File: config.mk
export PLATFORM = sky130hd
export DESIGN_NAME = vga_sync_gen
export DESIGN_NICKNAME = d
export VERILOG_FILES = /design/src/rtl/vga_timing_pkg.sv /design/src/rtl/wrap_counter.sv /design/src/rtl/vga_sync_gen.sv
export SDC_FILE = /design/constraint.sdc
export NUM_CORES = 1
export LEC_CHECK = 0
export BUFFER_PORTS_ARGS = -buffer_cell sky130_fd_sc_hd__buf_2
export CORE_ASPECT_RATIO = 1.75
export CORE_UTILIZATION = 35
export DETAILED_ROUTE_END_ITERATION = 10
export SYNTH_ARGS = -nofsm -noshare
export SYNTH_HDL_FRONTEND = slang
export SYNTH_HIERARCHICAL = 1
export SYNTH_SLANG_ARGS = --single-unit
File: constraint.sdc
create_clock -name clk -period 5.75 [get_ports clk]
set_input_delay 0.575 -clock clk [delete_from_list [all_inputs] [get_ports clk]]
set_output_delay 0.575 -clock clk [all_outputs]
set_load 0.02 [all_outputs]
File: src/rtl/vga_timing_pkg.sv
// Default 640x480@60 VGA timing constants and derived totals shared by the
// sync generator and its counters.
package vga_timing_pkg;

  localparam int H_VISIBLE_DEF = 640;
  localparam int H_FP_DEF      = 16;
  localparam int H_SYNC_DEF    = 96;
  localparam int H_BP_DEF      = 48;
  localparam int V_VISIBLE_DEF = 480;
  localparam int V_FP_DEF      = 10;
  localparam int V_SYNC_DEF    = 2;
  localparam int V_BP_DEF      = 33;

  localparam int H_TOTAL_DEF = H_VISIBLE_DEF + H_FP_DEF + H_SYNC_DEF + H_BP_DEF;
  localparam int V_TOTAL_DEF = V_VISIBLE_DEF + V_FP_DEF + V_SYNC_DEF + V_BP_DEF;

  localparam bit HS_POL_DEF = 1'b0;
  localparam bit VS_POL_DEF = 1'b0;
  localparam int CW_DEF     = 10;

endpackage

File: src/rtl/wrap_counter.sv
// Modulo-N counter with enable and programmable reset value. wrap flags the
// terminal count, so en && wrap is the carry into the next counter.
module wrap_counter #(
  parameter int             W       = 10,
  parameter int             N       = 800,
  parameter logic [W-1:0]   RST_VAL = W'(N - 1)
) (
  input  logic         clk,
  input  logic         rst_n,
  input  logic         en,
  output logic [W-1:0] count_d,
  output logic [W-1:0] count_q,
  output logic         wrap
);

  localparam logic [W-1:0] LAST = W'(N - 1);

  always_comb begin
    wrap    = (count_q == LAST);
    count_d = count_q;
    if (en) begin
      count_d = wrap ? '0 : count_q + 1'b1;
    end
  end

  always_ff @(posedge clk or negedge rst_n) begin
    if (!rst_n) begin
      count_q <= RST_VAL;
    end else begin
      count_q <= count_d;
    end
  end

endmodule

File: src/rtl/vga_sync_gen.sv
// VGA sync generator: advances (x,y) on each pixel strobe and registers
// syncs, blanking and line/frame pulses decoded from the new position.
module vga_sync_gen
  import vga_timing_pkg::*;
#(
  parameter int H_VISIBLE = H_VISIBLE_DEF,
  parameter int H_FP      = H_FP_DEF,
  parameter int H_SYNC    = H_SYNC_DEF,
  parameter int H_BP      = H_BP_DEF,
  parameter int V_VISIBLE = V_VISIBLE_DEF,
  parameter int V_FP      = V_FP_DEF,
  parameter int V_SYNC    = V_SYNC_DEF,
  parameter int V_BP      = V_BP_DEF,
  parameter bit HS_POL    = HS_POL_DEF,
  parameter bit VS_POL    = VS_POL_DEF,
  parameter int CW        = CW_DEF
) (
  input  logic          clk,
  input  logic          rst_n,
  input  logic          pix_en,
  output logic          hsync,
  output logic          vsync,
  output logic          video_on,
  output logic [CW-1:0] x,
  output logic [CW-1:0] y,
  output logic          line_start,
  output logic          frame_start
);

  localparam int H_TOTAL  = H_VISIBLE + H_FP + H_SYNC + H_BP;
  localparam int V_TOTAL  = V_VISIBLE + V_FP + V_SYNC + V_BP;
  localparam int HS_START = H_VISIBLE + H_FP;
  localparam int VS_START = V_VISIBLE + V_FP;

  logic [CW-1:0] x_d, y_d;
  logic          h_wrap, v_wrap, v_en;
  logic          hsync_d, vsync_d, video_on_d, line_start_d, frame_start_d;
  logic          hsync_q, vsync_q, video_on_q, line_start_q, frame_start_q;

  function automatic logic in_win(input logic [CW-1:0] v, input int lo, input int hi);
    return (int'(v) >= lo) && (int'(v) < hi);
  endfunction

  // Vertical counter steps only on the horizontal carry of an enabled edge.
  assign v_en = pix_en & h_wrap;

  wrap_counter #(.W(CW), .N(H_TOTAL)) u_h_cnt (
    .clk     (clk),
    .rst_n   (rst_n),
    .en      (pix_en),
    .count_d (x_d),
    .count_q (x),
    .wrap    (h_wrap)
  );

  wrap_counter #(.W(CW), .N(V_TOTAL)) u_v_cnt (
    .clk     (clk),
    .rst_n   (rst_n),
    .en      (v_en),
    .count_d (y_d),
    .count_q (y),
    .wrap    (v_wrap)
  );

  // Decode from the next position so every output lines up with x/y.
  always_comb begin
    hsync_d       = in_win(x_d, HS_START, HS_START + H_SYNC) ? HS_POL : ~HS_POL;
    vsync_d       = in_win(y_d, VS_START, VS_START + V_SYNC) ? VS_POL : ~VS_POL;
    video_on_d    = (int'(x_d) < H_VISIBLE) && (int'(y_d) < V_VISIBLE);
    line_start_d  = v_en;
    frame_start_d = v_en & v_wrap;
  end

  always_ff @(posedge clk or negedge rst_n) begin
    if (!rst_n) begin
      hsync_q       <= ~HS_POL;
      vsync_q       <= ~VS_POL;
      video_on_q    <= 1'b0;
      line_start_q  <= 1'b0;
      frame_start_q <= 1'b0;
    end else begin
      hsync_q       <= hsync_d;
      vsync_q       <= vsync_d;
      video_on_q    <= video_on_d;
      line_start_q  <= line_start_d;
      frame_start_q <= frame_start_d;
    end
  end

  assign hsync       = hsync_q;
  assign vsync       = vsync_q;
  assign video_on    = video_on_q;
  assign line_start  = line_start_q;
  assign frame_start = frame_start_q;

endmodule

After elaboration in Yosys (flattened, before gate mapping)
Index checks and enable logic that the tools add are counted.
- add/subtract/negate cells: 2
- $mul: 0
- divide/modulo/power cells: 0
- magnitude comparators: 6
- equality and inequality tests: 2
- shift operators: 0
- muxes and demuxes: 6
- bitwise gates (word level): 2
- reduce and logical (&&, ||, !) cells: 3
- operators by type and width (kind ; count):
    $mux W10 ; 4
    $add A10 B1 Y10 const B ; 2
    $eq A10 B10 Y1 const B ; 2
    $lt A10 B10 Y1 const B ; 2
    $lt A10 B9 Y1 const B ; 2
    $ge A10 B10 Y1 const B ; 1
    $ge A10 B9 Y1 const B ; 1
    $logic_and A1 B1 Y1 ; 3
    $and A1 B1 Y1 ; 2
    $mux W1 ; 2
- register bits: 25
- bits in latches: 0
- memory bits (writable): 0
- bits in read-only memories: 0
- output and inout port bits: 25
- word-level logic and storage cells: 28
- memories: 0

Longest topological paths before layout
Gate-level depths: netlist of run 1.
- word-level depth: 6
- gate-level depth with buffers: 10

Modules after synthesis
Netlist of run 1, hierarchy kept.
- modules (own cells, without submodules) (module ; instances ; cells an instance ; area an instance (um^2) ; sequential area each (um^2)):
    wrap_counter (u_h_cnt) ; 1 ; 52 ; 549.3 ; 259.0
    wrap_counter (u_v_cnt) ; 1 ; 52 ; 540.5 ; 254.0
    vga_sync_gen ; 1 ; 16 ; 200.2 ; 127.6

Worst setup path before layout of run 1
OpenSTA, ideal clock, no wires.
- path type: flip-flop to flip-flop
- start point: register u_h_cnt.count_q[0]
- end point: register vsync_q (netlist: vsync)
- setup time: 92 ps
- arrival time: 2475 ps
- required time: 5658 ps
- path slack: 3183 ps
- stages on the path, launching flop included: 11
- buffers on the path: 1
- path through: dfstp_2 > ha_1 > nand4b_1 > nor4_2 > and2_1 > buf_2 > nand4_1 > nor3_1 > xor2_1 > and4_1 > nand4b_1
- word-level cells in the longest chain between the ends: 6
- RTL lines (what ; RTL line ; text):
    start, declared ; wrap_counter.sv:12 ; output logic [W-1:0] count_q,
    start signal, assigned ; wrap_counter.sv:30 ; count_q <= count_d;
    $eq A10 B10 Y1 * ; wrap_counter.sv:19 ; wrap = (count_q == LAST);
    via h_wrap ; vga_sync_gen.sv:36 ; logic h_wrap, v_wrap, v_en;
    $and A1 B1 Y1 * ; vga_sync_gen.sv:45 ; assign v_en = pix_en & h_wrap;
    via line_start_d ; vga_sync_gen.sv:37 ; logic hsync_d, vsync_d, video_on_d, line_start_d, frame_start_d;
    $mux W10 * ; wrap_counter.sv:21 ; if (en) begin
    via y_d[8] ; vga_sync_gen.sv:35 ; logic [CW-1:0] x_d, y_d;
    $ge A10 B9 Y1 or $lt A10 B9 Y1 (tied branches) ; vga_sync_gen.sv:41 ; return (int'(v) >= lo) && (int'(v) < hi);
    $logic_and A1 B1 Y1 * ; vga_sync_gen.sv:41 ;
    $mux W1 * ; vga_sync_gen.sv:68 ; vsync_d = in_win(y_d, VS_START, VS_START + V_SYNC) ? VS_POL : ~VS_POL;
    via vsync_d ; vga_sync_gen.sv:37 ;
    end signal, assigned ; vga_sync_gen.sv:77 ; vsync_q <= ~VS_POL;
    end signal, assigned ; vga_sync_gen.sv:83 ; vsync_q <= vsync_d;
    end, declared ; vga_sync_gen.sv:38 ; logic hsync_q, vsync_q, video_on_q, line_start_q, frame_start_q;
The timed path passes the listed nets; every way through them passes the cells marked *.

Final worst setup path of run 1
- start point: register u_h_cnt.count_q[0]
- end point: register video_on_q (netlist: video_on)
- word-level cells in the longest chain between the ends: 5
- RTL lines (what ; RTL line ; text):
    $eq A10 B10 Y1 ; wrap_counter.sv:19 ;
    via h_wrap ; vga_sync_gen.sv:36 ;
    $and A1 B1 Y1 ; vga_sync_gen.sv:45 ;
    via line_start_d ; vga_sync_gen.sv:37 ;
    $mux W10 ; wrap_counter.sv:21 ;
    via y_d[9] ; vga_sync_gen.sv:35 ;
    $lt A10 B9 Y1 ; vga_sync_gen.sv:69 ; video_on_d = (int'(x_d) < H_VISIBLE) && (int'(y_d) < V_VISIBLE);
    $logic_and A1 B1 Y1 ; vga_sync_gen.sv:69 ;
    via video_on_d ; vga_sync_gen.sv:37 ;
    end signal, assigned ; vga_sync_gen.sv:84 ; video_on_q <= video_on_d;
    end, declared ; vga_sync_gen.sv:38 ;
The timed path passes the listed nets, and every way through them passes these cells.

==> metrics, run 1 <==
run status=finished clean; unrepaired setup endpoints after global routing=no; CTS tree=built; Worst Hold Class=input port to asynchronous set/reset pin; post-synthesis async set-or-reset flop share=100.0%; startpoint types=flop; remaining antenna violation count after routing=0; mux cell area share after synthesis=1.649%; synth top area cells=dfrtp_1 25%, dfstp_2 24%, nand2_1 4.1%; Critical-path top delay cell=dfstp_2; die area=3942 µm²; cts repair resizes=0; most frequent cells in the layout=27 x buf_2, 14 x nand2_1, 13 x dfrtp_1; first-pass GRT wire length=4671 µm; CP arrival=3.16 ns; Synth area leader=dfrtp_1; Final nets=156; Post-Syn Area=1290 µm²; maximum VDD drop=0.1367 mV; post-synthesis adder-cell area fraction=2.910%; DRC=0; Vias=1063; simple logic cell fraction of the synthesized area=27.16%; Setup Crit Path Kind=flop to flop; Fmax=0.3316 GHz; commonest non-fill, non-tap cell in the layout=buf_2; Die Wd=47.89 µm; clock latency at the later pin of the worst-skew pair=0.26 ns; grt total ovfl=0; WL final=2863 µm; vias in the first global route=1089; # setup viols final=0; postcts setup bufs=0; hold_buf cts=0; Compound-Gate Fraction of Synth Area=11.06%; post-route insts no fill=194; Period Utilization, post-route=52.44%; WHS=0.2893 ns; ant diodes=0; Hold Fails Final Rpt=0; min Tclk post-route=3.015 ns; Synth Warn #=6; Post-Syn Instances=120; share of cells above drive strength 1=35.57%; synthesized flop and latch total=25; gr usage total=16.58%; largest net degree at the start of global routing=26; Total Power=0.4381 mW; core area=3433 µm²; H-Tree Level Count=1; number of buffers created by CTS=3; PD cells=289.1 nW/µm²; first-pass detailed-route iteration total=4; Setup TNS=0 ns; xor/xnor share of the synthesized area=5.432%; synth-to-layout area growth=17.46%; clk slew on worst S/H paths=0.09 ns; synthesized net count=126; top_reg_cell synth=dfrtp_1; number of flops mapped to enable cells by yosys=0; largest family of logic cells by synthesized area=simple AND/OR/NAND/NOR gates; Die Ht=82.31 µm; Slew Viols, Final=0; Worst slew margin=62.30%; FP Rows=28; Worst setup EP type=flop; Req. time, crit path=5.89 ns; Lkg Pwr=0.6864 nW; worst slew pin tran=0.5583 ns; Worst Path Buf+Inv=0; Layout Skew=0.005127 ns; clock buffer depth=2; Seq/Total Area, Yosys=49.66%; hpwl dp=2152 µm; WL/cell=14.76 µm; peak fanout along the critical path=12; cell family with most CP delay=simple AND/OR/NAND/NOR gates; Core Util, Final=44.13%; drt first-iter violations=30; clock sinks=25; crit-path cells=ha_1, nand4b_1, nor4_2, and2_1, nand3_1, or4_1, a22oi_1, nor3_1; number of port buffers=27; dpl cells=190; Yosys cell types=41; post-synth top area share=25.22%; final RePlAce weighted congestion=0.8581; Max Cap Viol=0; CTS root buf=clkbuf_8; initial core utilization=37.57%; synthesized area per cell=10.75 µm²; DR vias/cell=5.479; IO Pins=28; initial antenna violation count=0; Critical Path Max Stage Delay=0.59 ns
## report_power, final
part,switching (mW),internal (mW)
combinational,0.0603,0.0382
sequential,0.0330,0.203
clock,0.0548,0.0484
total,0.148,0.290
## state kept, by name, indices dropped and copies added (netlist names)
signal,cells
frame_start,1
hsync,1
line_start,1
u_h_cnt/count_q,10
u_v_cnt/count_q,10
video_on,1
vsync,1
## cell families after synthesis
family	Yosys count
flops	25
simple gates	56
xor+xnor	8
mux	2
fa+ha+maj	3
compound gates	20
buf+inv	6
## final cells by class
| cell class | instances | area (µm²) |
|---|---|---|
| fill | 371 | 1918 |
| multi-input combinational | 89 | 621.8 |
| clock buffer | 3 | 41.29 |
| inverter | 4 | 15.01 |
| clock inverter | 1 | 5.005 |
| timing repair buffer | 27 | 135.1 |
| tap | 45 | 56.30 |
| sequential | 25 | 640.6 |
## synth_stat cells, types with 3 or more instances
cell type / number
nand2_1: 14
dfrtp_1: 13
dfstp_2: 12
nand4_1: 6
xor2_1: 6
nand3_1: 5
nor2_1: 5
nor3_1: 5
o21ai_0: 5
inv_1: 4
o31ai_1: 4
ha_1: 3
or4_1: 3
## through the flow
stage	setup slack, ns	area (µm²)
detailed placement	2.790	1469
finish	2.735	1515
floorplan	3.183	1290
global route	2.444	1515
global placement	2.908	1469
CTS	2.740	1515
## worst register-to-register path, cell delays in order (launching register included)
cell and delay [ns]:
dfstp_2 0.59, ha_1 0.27, nand4b_1 0.16, nor4_2 0.34
and2_1 0.43, nand3_1 0.20, or4_1 0.52, a22oi_1 0.29
nor3_1 0.11
## final timing paths
| kind | from | to | slack, ns | cells after the start |
|---|---|---|---|---|
| worst max-delay path | u_h_cnt/count_q[0]$_DFF_PN1_ | video_on$_DFF_PN0_ | 2.73 | 8 |
| max in group asynchronous | rst_n | u_v_cnt/count_q[3]$_DFF_PN1_ | 5.08 | 1 |
| worst max register to register | u_h_cnt/count_q[0]$_DFF_PN1_ | video_on$_DFF_PN0_ | 2.73 | 8 |
| worst min-delay path | rst_n | frame_start$_DFF_PN0_ | 0.29 | 1 |
| worst min register to register | u_h_cnt/count_q[1]$_DFF_PN1_ | u_h_cnt/count_q[1]$_DFF_PN1_ | 0.52 | 2 |
| min in group clk | u_h_cnt/count_q[1]$_DFF_PN1_ | u_h_cnt/count_q[1]$_DFF_PN1_ | 0.52 | 2 |
## routing by layer
layer	vias to the layer above	wire [µm]	global-route usage (%)	share of wire [%]
met4	0	39	8.611	1.4
met2	24	1619	30.14	57
met1	531	1119	17.22	39
met5	-	0	0	0
li1	504	-	-	-
met3	4	85	2.174	3.0
No activity file was read; power rests on OpenSTA's default activity.
==> inputs of run 2 (changes only) <==
Clock period 5.75 ns to 2.8 ns, I/O delays scaled along.
==> metrics, run 2 (synthesis results as in run 1) <==
DR vias/cell=5.526 (+0.84%); startpoint types=flop; filler cell count=362 (-2.4%); IO Pins=28 (unchanged); vias in the first global route=1135 (+4.2%); DRC=0 (unchanged); initial core utilization=37.57% (unchanged); Die Ht=82.31 µm (unchanged); grt total ovfl=0 (unchanged); clk slew on worst S/H paths=0.08 ns (about the same); Final nets=158 (+1.3%); first-pass detailed-route iteration total=4 (unchanged); Period Utilization, post-route=91.38% (+39 points); FP Rows=28 (unchanged); crit-path cells=ha_2, nand4b_1, nor4_2, and2_2, nand3_1, or4_1, a22oi_1, nand4b_1; WL final=3058 µm (+6.8%); internal power=0.5985 mW (+110%); initial antenna violation count=0 (unchanged); number of buffers created by CTS=3 (unchanged); remaining antenna violation count after routing=0 (unchanged); Total Power=0.8969 mW (+100%); drt first-iter violations=26 (-13%); most used cell, CP=nand4b_1; Layout Skew=0.001788 ns (-0.003339 ns); worst slew pin tran=0.6241 ns (+0.06575 ns); Max Cap Viol=0 (unchanged); ant diodes=0 (unchanged); switching portion of total power=33.27% (-0.55 points); CP arrival=2.76 ns (-0.40 ns); failing checks=negative hold slack; Lkg Pwr=0.6936 nW (+1.1%); unrepaired setup endpoints after global routing=no; Vias=1083 (+1.9%); H-Tree Level Count=1 (unchanged); Net Switching=0.2984 mW (+100%); # setup viols final=0 (unchanged); WL/cell=15.60 µm (+5.7%); Worst setup EP type=flop; hpwl dp=2261 µm (+5.1%); PD cells=583.2 nW/µm² (+100%); CTS root buf=clkbuf_8; gr usage total=17.94% (+1.4 points); FF-to-FF path depth=8 (unchanged); Req. time, crit path=3.00 ns (-2.89 ns); largest net degree at the start of global routing=26 (unchanged); clock sinks=25 (unchanged); first-pass GRT wire length=4995 µm (+6.9%); Worst Hold Class=input port to asynchronous set/reset pin; Fmax=0.3908 GHz (+18%); Seq pwr share=54.2% (+0.3 points); run status=finished, violations left; Die Wd=47.89 µm (unchanged); Gate power share=22.3% (-0.2 points); clock buffer depth=2 (unchanged); peak fanout along the critical path=7 (-5); power share of the clock group=23.5% (about the same); Slew Viols, Final=0 (unchanged); CTS tree=built; Critical Path Max Stage Delay=0.59 ns (about the same); Setup Crit Path Kind=flop to flop; maximum VDD drop=0.3133 mV (+130%); WHS=-0.007358 ns (-0.2967 ns); Core Util, Final=44.79% (+0.66 points); synth-to-layout area growth=19.20%; clock latency at the later pin of the worst-skew pair=0.26 ns (about the same); die area=3942 µm² (unchanged); min Tclk post-route=2.559 ns (-0.4566 ns); Setup TNS=0 ns (unchanged); Top Registers=u_h_cnt/count_q: 10 flops, u_v_cnt/count_q: 10 flops; Worst slew margin=57.87% (-4.4 points); commonest non-fill, non-tap cell in the layout=buf_2; core area=3433 µm² (unchanged); share of cells above drive strength 1=37.75% (+2.2 points); Critical-path top delay cell=dfstp_2; number of port buffers=27 (unchanged); most frequent cells in the layout=27 x buf_2, 14 x nand2_1, 13 x dfrtp_1; final RePlAce weighted congestion=0.8844 (+3.1%); Hold Fails Final Rpt=10 (+10)
==> run 2: changes by cell type in the layout (fill, tap and decap cells not counted), sizes merged <==
cell and delta:
buf +2, clkbuf +1, clkinv -1
==> run 2: power by group through the flow <==
| stage | clock network, mW | registers (mW) | logic (mW) |
|---|---|---|---|
| 2_1_floorplan | 0 | 0.526 | 0.0958 |
| 3_3_place_gp | 0 | 0.491 | 0.201 |
| 3_5_place_dp | 0 | 0.493 | 0.200 |
| 4_1_cts | 0.219 | 0.487 | 0.201 |
| 5_1_grt | 0.233 | 0.497 | 0.225 |
| 6_report | 0.211 | 0.486 | 0.200 |
==> run 2: metrics by stage <==
stage               instance area, µm²  setup slack (ns)  std cells
CTS                               1529            0.1943        196
finish                            1538            0.2413        196
global route                      1538           0.03440        196
floorplan                         1290            0.2333        120
detailed placement                1484            0.2491        192
global placement                  1484            0.3047        192
==> run 2: worst max-delay path, delay by kind of cell, from the launching register on <==
kind	cells	cell delay, ns
AOI/OAI and AO/OA	1	0.25
and+or+nand+nor	6	1.40
adders and majority gates	1	0.24
DFF	1	0.59
==> run 2: cell type report <==
| cell class | count | area, µm² | area share, % |
|---|---|---|---|
| flip-flops and latches | 25 | 640.6 | 41.66 |
| inverters | 4 | 15.01 | 0.9764 |
| clock buffers | 4 | 45.04 | 2.929 |
| multi-input cells | 89 | 630.6 | 41.01 |
| well taps | 45 | 56.30 | 3.662 |
| repair buffers | 29 | 150.1 | 9.764 |
==> run 2: worst paths after layout <==
kind	from	end	slack, ns
setup reg to reg	u_h_cnt/count_q[0]$_DFF_PN1_	vsync$_DFF_PN1_	0.24
hold reg to reg	u_h_cnt/count_q[1]$_DFF_PN1_	u_h_cnt/count_q[1]$_DFF_PN1_	0.53
hold / removal	rst_n	frame_start$_DFF_PN0_	-0.007
max in group asynchronous	rst_n	u_h_cnt/count_q[4]$_DFF_PN1_	2.43
setup / recovery	u_h_cnt/count_q[0]$_DFF_PN1_	vsync$_DFF_PN1_	0.24
min in group clk	pix_en	u_h_cnt/count_q[1]$_DFF_PN1_	0.33
==> run 2: timing repair <==
| item | CTS | global route |
|---|---|---|
| setup endpoints to repair | 0 | 2 |
| hold buffers | 0 | 0 |
| endpoints found under the hold margin | 0 | 0 |
| setup buffers | 0 | 0 |
| gates resized for setup | 0 | 3 |
==> run 2: routing by layer <==
layer | vias up | global-route usage [%] | wire length (µm)
met5 | - | 0 | 0
met1 | 528 | 19.00 | 1173
met4 | 0 | 11.94 | 116
met2 | 35 | 30.81 | 1678
met3 | 13 | 2.609 | 90
li1 | 507 | - | -
